[src/rtl/spi_tx.sv]
// SPI mode-0 serializer, MSB first: data changes while data_clk_out is low, the receiver samples on its rising edge.
// Define SPI_TX_BURST_EN to let a trigger on the done_out cycle chain the next word without releasing sel_out.
module spi_tx #(
  parameter int DATA_WIDTH      = 8,
  parameter int DATA_CLK_PERIOD = 4
) (
  input  logic                  clk_in,
  input  logic                  rst_in,
  input  logic [DATA_WIDTH-1:0] data_in,
  input  logic                  trigger_in,
  output logic                  data_out,
  output logic                  data_clk_out,
  output logic                  sel_out,
  output logic                  busy_out,
  output logic                  done_out
);

  localparam int HALF    = DATA_CLK_PERIOD / 2;
  localparam int PHASE_W = $clog2(DATA_CLK_PERIOD);
  localparam int IDX_W   = $clog2(DATA_WIDTH);

  localparam logic [PHASE_W-1:0] PHASE_LAST = PHASE_W'(DATA_CLK_PERIOD - 1);
  localparam logic [PHASE_W-1:0] PHASE_HIGH = PHASE_W'(HALF);
  localparam logic [PHASE_W-1:0] GAP_LAST   = PHASE_W'(HALF - 1);
  localparam logic [IDX_W-1:0]   IDX_MSB    = IDX_W'(DATA_WIDTH - 1);

`ifdef SPI_TX_BURST_EN
  localparam bit BURST_EN = 1'b1;
`else
  localparam bit BURST_EN = 1'b0;
`endif

  typedef enum logic [1:0] {
    IDLE,
    SHIFT,
    GAP
  } state_e;

  state_e                 state_q;
  logic [PHASE_W-1:0]     phase_q;
  logic [IDX_W-1:0]       bit_idx_q;
  logic [DATA_WIDTH-1:0]  shreg_q;
  logic                   data_q;
  logic                   sclk_q;
  logic                   sel_q;
  logic                   busy_q;
  logic                   done_q;

  logic [PHASE_W-1:0]     phase_d;
  logic                   last_cycle;
  logic                   load_word;

  assign phase_d    = phase_q + PHASE_W'(1);
  assign last_cycle = (state_q == SHIFT) && (phase_q == PHASE_LAST) && (bit_idx_q == '0);

  // A word is accepted from IDLE, or back-to-back on the final cycle of the previous word in burst builds.
  assign load_word  = trigger_in && ((state_q == IDLE) || (BURST_EN && last_cycle));

  always_ff @(posedge clk_in) begin
    // NOTE: reset is synchronous here, so it only acts on a clock edge and takes priority over everything else.
    if (rst_in) begin
      state_q   <= IDLE;
      phase_q   <= '0;
      bit_idx_q <= '0;
      shreg_q   <= '0;
      data_q    <= 1'b0;
      sclk_q    <= 1'b0;
      sel_q     <= 1'b1;
      busy_q    <= 1'b0;
      done_q    <= 1'b0;
    end else begin
      // NOTE: all state updates use non-blocking assignments so every register sees pre-edge values.
      done_q <= 1'b0;
      if (load_word) begin
        state_q   <= SHIFT;
        phase_q   <= '0;
        bit_idx_q <= IDX_MSB;
        shreg_q   <= data_in;
        data_q    <= data_in[DATA_WIDTH-1];
        sclk_q    <= 1'b0;
        sel_q     <= 1'b0;
        busy_q    <= 1'b1;
      end else begin
        case (state_q)
          IDLE: ;
          SHIFT: begin
            if (phase_q != PHASE_LAST) begin
              phase_q <= phase_d;
              sclk_q  <= (phase_d >= PHASE_HIGH);
              done_q  <= (phase_d == PHASE_LAST) && (bit_idx_q == '0);
            end else if (bit_idx_q != '0) begin
              // Bit boundary: the clock falls and the next lower bit appears in the same cycle.
              phase_q   <= '0;
              bit_idx_q <= bit_idx_q - IDX_W'(1);
              shreg_q   <= shreg_q << 1;
              data_q    <= shreg_q[DATA_WIDTH-2];
              sclk_q    <= 1'b0;
            end else begin
              state_q <= GAP;
              phase_q <= '0;
              data_q  <= 1'b0;
              sclk_q  <= 1'b0;
              sel_q   <= 1'b1;
            end
          end
          GAP: begin
            if (phase_q == GAP_LAST) begin
              state_q <= IDLE;
              phase_q <= '0;
              busy_q  <= 1'b0;
            end else begin
              phase_q <= phase_d;
            end
          end
          default: state_q <= IDLE;
        endcase
      end
    end
  end

  assign data_out     = data_q;
  assign data_clk_out = sclk_q;
  assign sel_out      = sel_q;
  assign busy_out     = busy_q;
  assign done_out     = done_q;

endmodule

[config.mk]
export PLATFORM = sky130hd
export DESIGN_NAME = spi_tx
export DESIGN_NICKNAME = d
export VERILOG_FILES = /design/src/rtl/spi_tx.sv
export SDC_FILE = /design/constraint.sdc
export NUM_CORES = 1
export LEC_CHECK = 0
export ABC_AREA = 1
export CORE_UTILIZATION = 47
export CTS_CLUSTER_SIZE = 16
export DETAILED_ROUTE_END_ITERATION = 12
export GPL_ROUTABILITY_DRIVEN = 0
export PLACE_DENSITY_LB_ADDON = 0.2
export SETUP_SLACK_MARGIN = 0.3
export SLEW_MARGIN = 20
export SYNTH_ARGS = -nofsm -noshare
export SYNTH_HDL_FRONTEND = slang
export SYNTH_SLANG_ARGS = --single-unit
export TNS_END_PERCENT = 5
[constraint.sdc]
create_clock -name clk_in -period 1.5 [get_ports clk_in]
set_clock_uncertainty 0.1 [all_clocks]
set_input_delay 0.15 -clock clk_in [delete_from_list [all_inputs] [get_ports clk_in]]
set_output_delay 0.15 -clock clk_in [all_outputs]
set_load 0.02 [all_outputs]
# ---- Yosys cells after proc, flatten, opt, wreduce, memory -nomap -nowiden
# Index checks and enable logic that the tools add are counted.
dict set report word_totals {
  reg_bits 19
  latchBits 0
  ram_bits 0
  mem_bits_ro 0
  input_bits 11
  out_inout_bits 5
  wordCells 76
  mem_count 0
}
dict set report classes {
  add_sub_neg 2
  multipliers 0
  n_div 0
  magnitude_cmp 1
  n_eq_ne 14
  n_shift 0
  n_mux 28
  bitwise 3
  n_reduce_logical 18
}
# op count
set op_table {}
lappend op_table {{7-bit two-way mux} 4}
lappend op_table {{2-bit inequality test (second input constant)} 7}
lappend op_table {{1-bit two-way mux} 13}
lappend op_table {{3-bit two-way mux} 4}
lappend op_table {{2-bit two-way mux} 5}
lappend op_table {{2-bit nonzero test} 5}
lappend op_table {{3-bit inequality test (second input constant)} 3}
lappend op_table {{4-bit AND reduction} 2}
lappend op_table {{2-bit one-hot mux with 3 select lines} 1}
lappend op_table {{3-bit AND reduction} 2}
lappend op_table {{2-bit by 1-bit equality test with 1-bit output (second input constant)} 2}
lappend op_table {{2-bit equality test (second input constant)} 2}
lappend op_table {{2-bit one-hot mux with 2 select lines} 1}
lappend op_table {{2-bit AND reduction} 2}
lappend op_table {{4-bit OR reduction} 1}
lappend op_table {{3-bit zero test} 1}
lappend op_table {{1-bit inverter} 3}
lappend op_table {{3-bit nonzero test} 1}
lappend op_table {{3-bit by 1-bit subtractor with 3-bit output (second input constant)} 1}
lappend op_table {{2-bit by 1-bit adder with 2-bit output (second input constant)} 1}
lappend op_table {{2-bit greater-or-equal comparator (second input constant)} 1}
lappend op_table {{1-bit logical AND} 2}
lappend op_table {{2-bit zero test} 1}
lappend op_table {{2-bit OR reduction} 1}

# ---- Longest topological paths before layout
# Gate-level depths: netlist of run 1.
dict set report depth {
  depth_word 5
  depth_mapped 10
  mapped_depth_nobuf 10
}

# ---- Worst setup path before layout of run 1
# No wires, ideal clock.
dict set report synth_path {
  kind {reg-to-reg}
  start {reg state_q[0]}
  end {reg bit_idx_q[0]}
  setup_ns 0.119
  arrival_time_ns 1.164
  required_ns 1.281
  setup_slack_ns 0.117
  stages_incl_launch_ff 9
  n_path_buf 2
  period_less_slack_ns 1.383
  cell_sequence {dfxtp_1 -> inv_1 -> ha_1 -> nand2_2 -> buf_6 -> buf_6 -> nand2_1 -> o21ai_0 -> a21oi_1}
}
dict set report synth_via {
  elab_chain_len 4
  word_cells_on_any_way 8
  classes_between {eq/ne (2); mux (1); reduce/logical (5)}
}
# item line_no
set synth_lines {}
lappend synth_lines {{start: declaration} 39} ;# state_e state_q;
lappend synth_lines {{start signal: assignment} 62} ;# state_q <= IDLE;
lappend synth_lines {{start signal: assignment} 75} ;# state_q <= SHIFT;
lappend synth_lines {{start signal: assignment} 99} ;# state_q <= GAP;
lappend synth_lines {{2-bit zero test} 57} ;# assign load_word = trigger_in && ((state_q == IDLE) || (BURST_EN && last_cycle));
lappend synth_lines {{1-bit logical AND} 57}
lappend synth_lines {{2-bit inequality test (no source line) / 2-bit nonzero test (equally long branches)} n/a}
lappend synth_lines {{3-bit AND reduction (no source line)} n/a}
lappend synth_lines {{end signal: assignment} 94} ;# bit_idx_q <= bit_idx_q - IDX_W'(1);
lappend synth_lines {{end: declaration} 41} ;# logic [IDX_W-1:0] bit_idx_q;
# Several ways; a longest one is shown, not always the timed one.
# A chain may end at the register's enable or synchronous reset.

# ---- Worst setup path in the final report of run 1
dict set report layout_path {
  start {reg state_q[0]}
  end {reg sel_q, in the netlist sel_out}
}
dict set report layout_via {
  elab_chain_len 4
  word_cells_on_any_way 8
  classes_between {eq/ne (3); mux (1); reduce/logical (4)}
}
# item line_no
set layout_lines {}
lappend layout_lines {{2-bit zero test} 57}
lappend layout_lines {{1-bit logical AND} 57}
lappend layout_lines {{2-bit inequality test (no source line) / 2-bit nonzero test (equally long branches)} n/a}
lappend layout_lines {{3-bit AND reduction (no source line)} n/a}
lappend layout_lines {{end signal: assignment} 68} ;# sel_q <= 1'b1;
lappend layout_lines {{end signal: assignment} 81} ;# sel_q <= 1'b0;
lappend layout_lines {{end signal: assignment} 103} ;# sel_q <= 1'b1;
lappend layout_lines {{end: declaration} 45} ;# logic sel_q;
# Several ways; a longest one is shown, not always the timed one.

==> results.cfg, run 1 <==
[global_route]
grt_overflow_total = 0
track_usage_pct = 17.46
grt_first_pass_wirelength_mm = 3.346
grt_pass1_vias = 782
antenna_found_initial = 0
grt_max_degree = 18

[floorplanning]
core.rowCount = 17
dieArea_um2 = 2540
die_w_um = 50.40
core_area_um2 = 2212
die_h_um = 50.40
initial_utilization_pct = 49.77
ios = 16

[logic_synthesis]
synthMuxAreaShare_pct = 0
synth-xor-area-share_pct = 0.7955
synth_compound_area_share_pct = 9.432
yosysWarnings = 0
synth_top_cell_area_share_pct = 34.55
syn-instance-count = 155
synth_cell_types = 22
synthTopCellsByArea = dfxtp_1 (35%), nand2_1 (17%), ha_1 (10%)
avgSynthCellArea_um2 = 7.104
synth_fa_ha_area_share_pct = 10.23
synth_area_um2 = 1101
synth_top_area_cell = dfxtp_1
synth_top_family_by_area = simple AND/OR/NAND/NOR gates
synth_seq_cells = 19
yosysSeqAreaShare_pct = 34.55
yosys.area_share.simple_pct = 32.61
postSynthNetCount = 175

[clock_network]
cts_inserted_buffers = 3
insertion_delay_ns = 0.30
cts_tree = built
cts_sinks = 19
htree_levels = 1
clk_pin_slew_ns = 0.11
root_buffer = clkbuf_4
cts_buffer_depth = 2

[timing]
worst_pin_slew_ns = 0.2371
max_freq_mhz = 727.2
drv_slew = 0
rsz0062_at_grt = yes
hold_viol = 0
finalSetupTns_ns = 0
fin_crit_ns = 1.375
finalSetupViolCount = 0
maxSlewHeadroom_pct = 83.97
fin_crit_sh_pct = 91.67

[placed_design]
portBuffers = 15
hpwl_mm = 1.550

[final_layout]
final_common_cell = nand2_1
n_fill_cell = 194
utilization_pct = 63.97
drive_gt1_share_pct = 21.02
layout_common_cells = nand2_1 (50), inv_1 (18), nor2_1 (16), dfxtp_1 (15), clkdlybuf4s50_1 (10)
antenna-diode-count = 0
fin_nets = 197
syn2layout_area_growth_pct = 28.52

[route]
drt-pass1-iter-count = 4
vias = 966
drc_errors = 0
ant_nets = 0
wirelength_mm = 2.329
vias_per_cell = 4.735
wire_per_inst_um = 11.42
dr.first_iter.drc_count = 6

[setup_path]
cp.arrival_ns = 1.48
crit_fanout = 7
end_kind = flip-flop
cp.required_ns = 1.60
critical_path_class = flip-flop to flip-flop
startpoint_type = flip-flop

[run]
maxCapViolCount = 0

[hold_path]
hp-class = input pin to flip-flop

[run_status]
status = complete, no violations

[pwr]
leakagePower_nw = 0.6420
ir_worst_vdd_v = 0.0006771
power_density_nw_per_um2 = 1053
final timing paths:
path / slack, ns / from / to / cells after the start
max: 0.12 / state_q[0] / sel_out / 8
min: 0.34 / data_in[0] / shreg_q[0] / 3
max reg2reg: 0.12 / state_q[0] / sel_out / 8
min reg2reg: 0.37 / data_clk_out / data_clk_out / 2
through the flow:
stage	power, mW	cell area [µm²]	hold WS, ns	setup slack, ns	cells
detailed placement	1.149	1289	0.3595	0.01107	196
finish	1.490	1415	0.3384	0.1249	204
global route	1.605	1415	0.3341	0.01993	204
CTS	1.403	1310	0.3207	0.04159	200
global placement	1.133	1289	0.3544	0.03591	196
floorplan	1.035	1126	0.1986	0.2252	155
cell families (layout without fill, tap and decap cells):
group / after synthesis / after routing
buffers and inverters: 27 / 48
AND/OR/NAND/NOR: 82 / 82
flip-flops: 19 / 19
adder cells (fa/ha/maj): 9 / 9
XOR/XNOR: 1 / 1
AO/OA/AOI/OAI: 17 / 17
sequential cells by signal, indices dropped and copies added, names as in the netlist:
| name | cells |
|---|---|
| shreg_q | 7 |
| done_out | 1 |
| bit_idx_q | 3 |
| busy_out | 1 |
| sel_out | 1 |
| phase_q | 2 |
| state_q | 2 |
| data_clk_out | 1 |
| data_out | 1 |
synthesized netlist by cell type:
cell type,n
nand3_4,1
nor2_1,17
o21ai_2,1
dfxtp_1,19
buf_6,2
nand3_1,6
nand2_2,3
buf_4,1
nand2_1,51
buf_12,1
a21oi_1,9
ha_1,9
o211ai_1,3
inv_1,20
or2_2,1
o21ai_0,2
nand2_4,2
clkinv_1,1
xnor2_1,1
nor4b_1,1
inv_2,2
a21oi_2,2
area by class of cell:
cell class | instances | area, µm² | area share [%]
tap | 28 | 35.03 | 2.476
inverter | 23 | 90.09 | 6.366
multi-input combinational | 109 | 640.6 | 45.27
clock inverter | 1 | 5.005 | 0.3537
timing repair buffer | 20 | 229.0 | 16.18
sequential | 19 | 385.4 | 27.23
timing repair inverter | 1 | 7.507 | 0.5305
clock buffer | 3 | 22.52 | 1.592
report_power, final:
part | leakage [nW] | total (mW) | internal [mW] | switching, mW
clock | 0.0177 | 0.260 | 0.0993 | 0.160
combinational | 0.466 | 0.606 | 0.277 | 0.330
sequential | 0.158 | 0.624 | 0.575 | 0.0492
total | 0.642 | 1.49 | 0.951 | 0.539
worst max-delay path, stage by stage (launching register included):
cell       delay [ns]
dfxtp_2          0.35
inv_2            0.08
ha_4             0.17
nand2_8          0.09
clkbuf_16        0.17
nand2_1          0.08
nand2_2          0.07
a21oi_2          0.11
o21ai_1          0.07
metal layers:
metal	vias to the layer above	GRT usage, %	part of all wire (%)
li1	523	-	-
met1	419	24.77	50
met2	18	26.22	45
met3	6	3.636	3.4
met4	0	5.556	2.4
met5	-	0	0
timing repair:
item                       in CTS  in global routing
gates cloned                    0                  3
buffers inserted                0                  1
resized for setup               5                 12
pin swaps                       0                  1
hold buffers                    0                  0
setup endpoints to repair      23                 23
(Power assumes the default switching activity.)
==> run 2: changes to the inputs <==
Settings changed: CORE_UTILIZATION 47 to 28.
==> run 2 against run 1 <==
Effect of this change: register-to-register slack worse by 0.03 ns; combinational power is 5.4% higher; die area is 65% higher; sequential cell count stayed put; worst hold slack better by 0.026 ns; critical path depth is 7 lower; design area is 6.5% higher; utilization is 23 points lower; critical endpoint is now sel_out; largest power group is now combinational logic.
==> results.cfg, run 2 (synthesis results as in run 1) <==
[run_status]
status = complete, no violations

[final_layout]
final_common_cell = nand2_1
syn2layout_area_growth_pct = 36.93
n_fill_cell = 402
fin_area_um2 = 1508
layout_common_cells = nand2_1 (50), inv_1 (17), nor2_1 (16), dfxtp_1 (16), clkdlybuf4s50_1 (13)
largest_register = shreg_q
fin_nets = 199
antenna-diode-count = 0
utilization_pct = 40.57
largest_reg_flops = 7
final_cells = 226
drive_gt1_share_pct = 21.35
top_regs = shreg_q x7, bit_idx_q x3

[timing]
drv_slew = 0
fin_crit_ns = 1.439
setup_ws_ns = 0.06072
finalSetupTns_ns = 0
worst_pin_slew_ns = 0.2206
maxSlewHeadroom_pct = 85.27
fin_crit_sh_pct = 95.95
finalSetupViolCount = 0
rsz0062_at_grt = yes
max_freq_mhz = 694.8
hold_viol = 0
whs_ns = 0.3646

[global_route]
grt_max_degree = 15
grt_first_pass_wirelength_mm = 3.643
track_usage_pct = 11.47
antenna_found_initial = 0
grt_overflow_total = 0
grt_pass1_vias = 847

[route]
wire_per_inst_um = 10.44
top_layer_used = met4
dr.first_iter.drc_count = 48
vias_per_cell = 4.345
wl_met1_mm = 1.178
wirelength_mm = 2.359
ant_nets = 0
drt-pass1-iter-count = 4
vias = 982
wl_met3_um = 44
wl_met2_mm = 1.091
drc_errors = 0

[placed_design]
dp.cells = 218
portBuffers = 15
hpwl_mm = 1.636
pre_cts_ws_ns = 0.01648
place_area_um2 = 1316

[clock_network]
cts_buffer_depth = 2
ctsHoldBuffers = 0
clk_pin_slew_ns = 0.07
cts_tree = built
htree_levels = 1
cts_inserted_buffers = 3
root_buffer = clkbuf_8
insertion_delay_ns = 0.26
cts_sinks = 19

[setup_path]
startpoint_type = flip-flop
crit_fanout = 2
cpMaxStageDelayCell = clkdlybuf4s50_1
crit_buf_inv = 1
critical_path.top_delay_family = buffers and inverters
slowest_delay_ns = 0.60
crit_chain = clkdlybuf4s50_1
end_kind = output pin
cp.arrival_ns = 1.19
cp.required_ns = 1.25
critical_path_class = flip-flop to output pin

[floorplanning]
core_area_um2 = 3716
dieArea_um2 = 4187
die_w_um = 64.71
core.rowCount = 22
ios = 16
die_h_um = 64.71
initial_utilization_pct = 29.63

[pwr]
power_density_nw_per_um2 = 1075
power_mw = 1.621
leakagePower_nw = 0.6644
ir_worst_vdd_v = 0.0002664

[run]
maxCapViolCount = 0

[hold_path]
hp-class = flip-flop to flip-flop
run 2: cell types whose count changed in the layout (fill, tap and decap cells not counted), moves of 2 or more:
cell / previous run / this run
dfxtp_2: 4 / 2
clkbuf_4: 3 / 0
clkdlybuf4s50_1: 10 / 13
clkbuf_8: 0 / 3
dlygate4sd2_1: 5 / 1
run 2: layer usage:
layer,vias to the layer above,track usage [%]
met3,4,2.113
met4,0,6.667
met5,-,0
met2,13,17.06
met1,445,15.29
li1,520,-
run 2: report_power, final:
part,total [mW],switching [mW],internal [mW],leakage (nW)
Combinational,0.639,0.342,0.297,0.484
Sequential,0.618,0.0441,0.574,0.158
Clock,0.364,0.175,0.189,0.0228
Total,1.62,0.561,1.06,0.664
run 2: cell type report:
| type | instances | area [µm²] | share of cell area [%] |
|---|---|---|---|
| timing repair buffer | 21 | 242.7 | 16.10 |
| sequential | 19 | 386.6 | 25.64 |
| multi-input combinational | 110 | 673.1 | 44.65 |
| inverter | 23 | 92.59 | 6.141 |
| timing repair inverter | 1 | 7.507 | 0.4979 |
| tap | 48 | 60.06 | 3.983 |
| clock buffer | 4 | 45.04 | 2.988 |
run 2: worst paths after layout:
kind / start / end / slack (ns) / cells after the start
max: sel_out / sel_out / 0.06 / 1
min: data_clk_out / data_clk_out / 0.36 / 2
max reg2reg: state_q[0] / done_out / 0.09 / 6
min reg2reg: data_clk_out / data_clk_out / 0.36 / 2
run 2: timing repair:
action	4_1_cts	5_1_grt
buffers inserted	0	1
endpoints found under the setup margin	23	24
gates resized for setup	1	20
pin swaps	0	2
cloned	0	3
==> run 3: changes to the inputs <==
Settings changed: CORE_UTILIZATION 28 to 47, GPL_ROUTABILITY_DRIVEN 0 to 1.
==> results of run 3 <==
Final layout, timing and power as in run 1 (identical DEF).
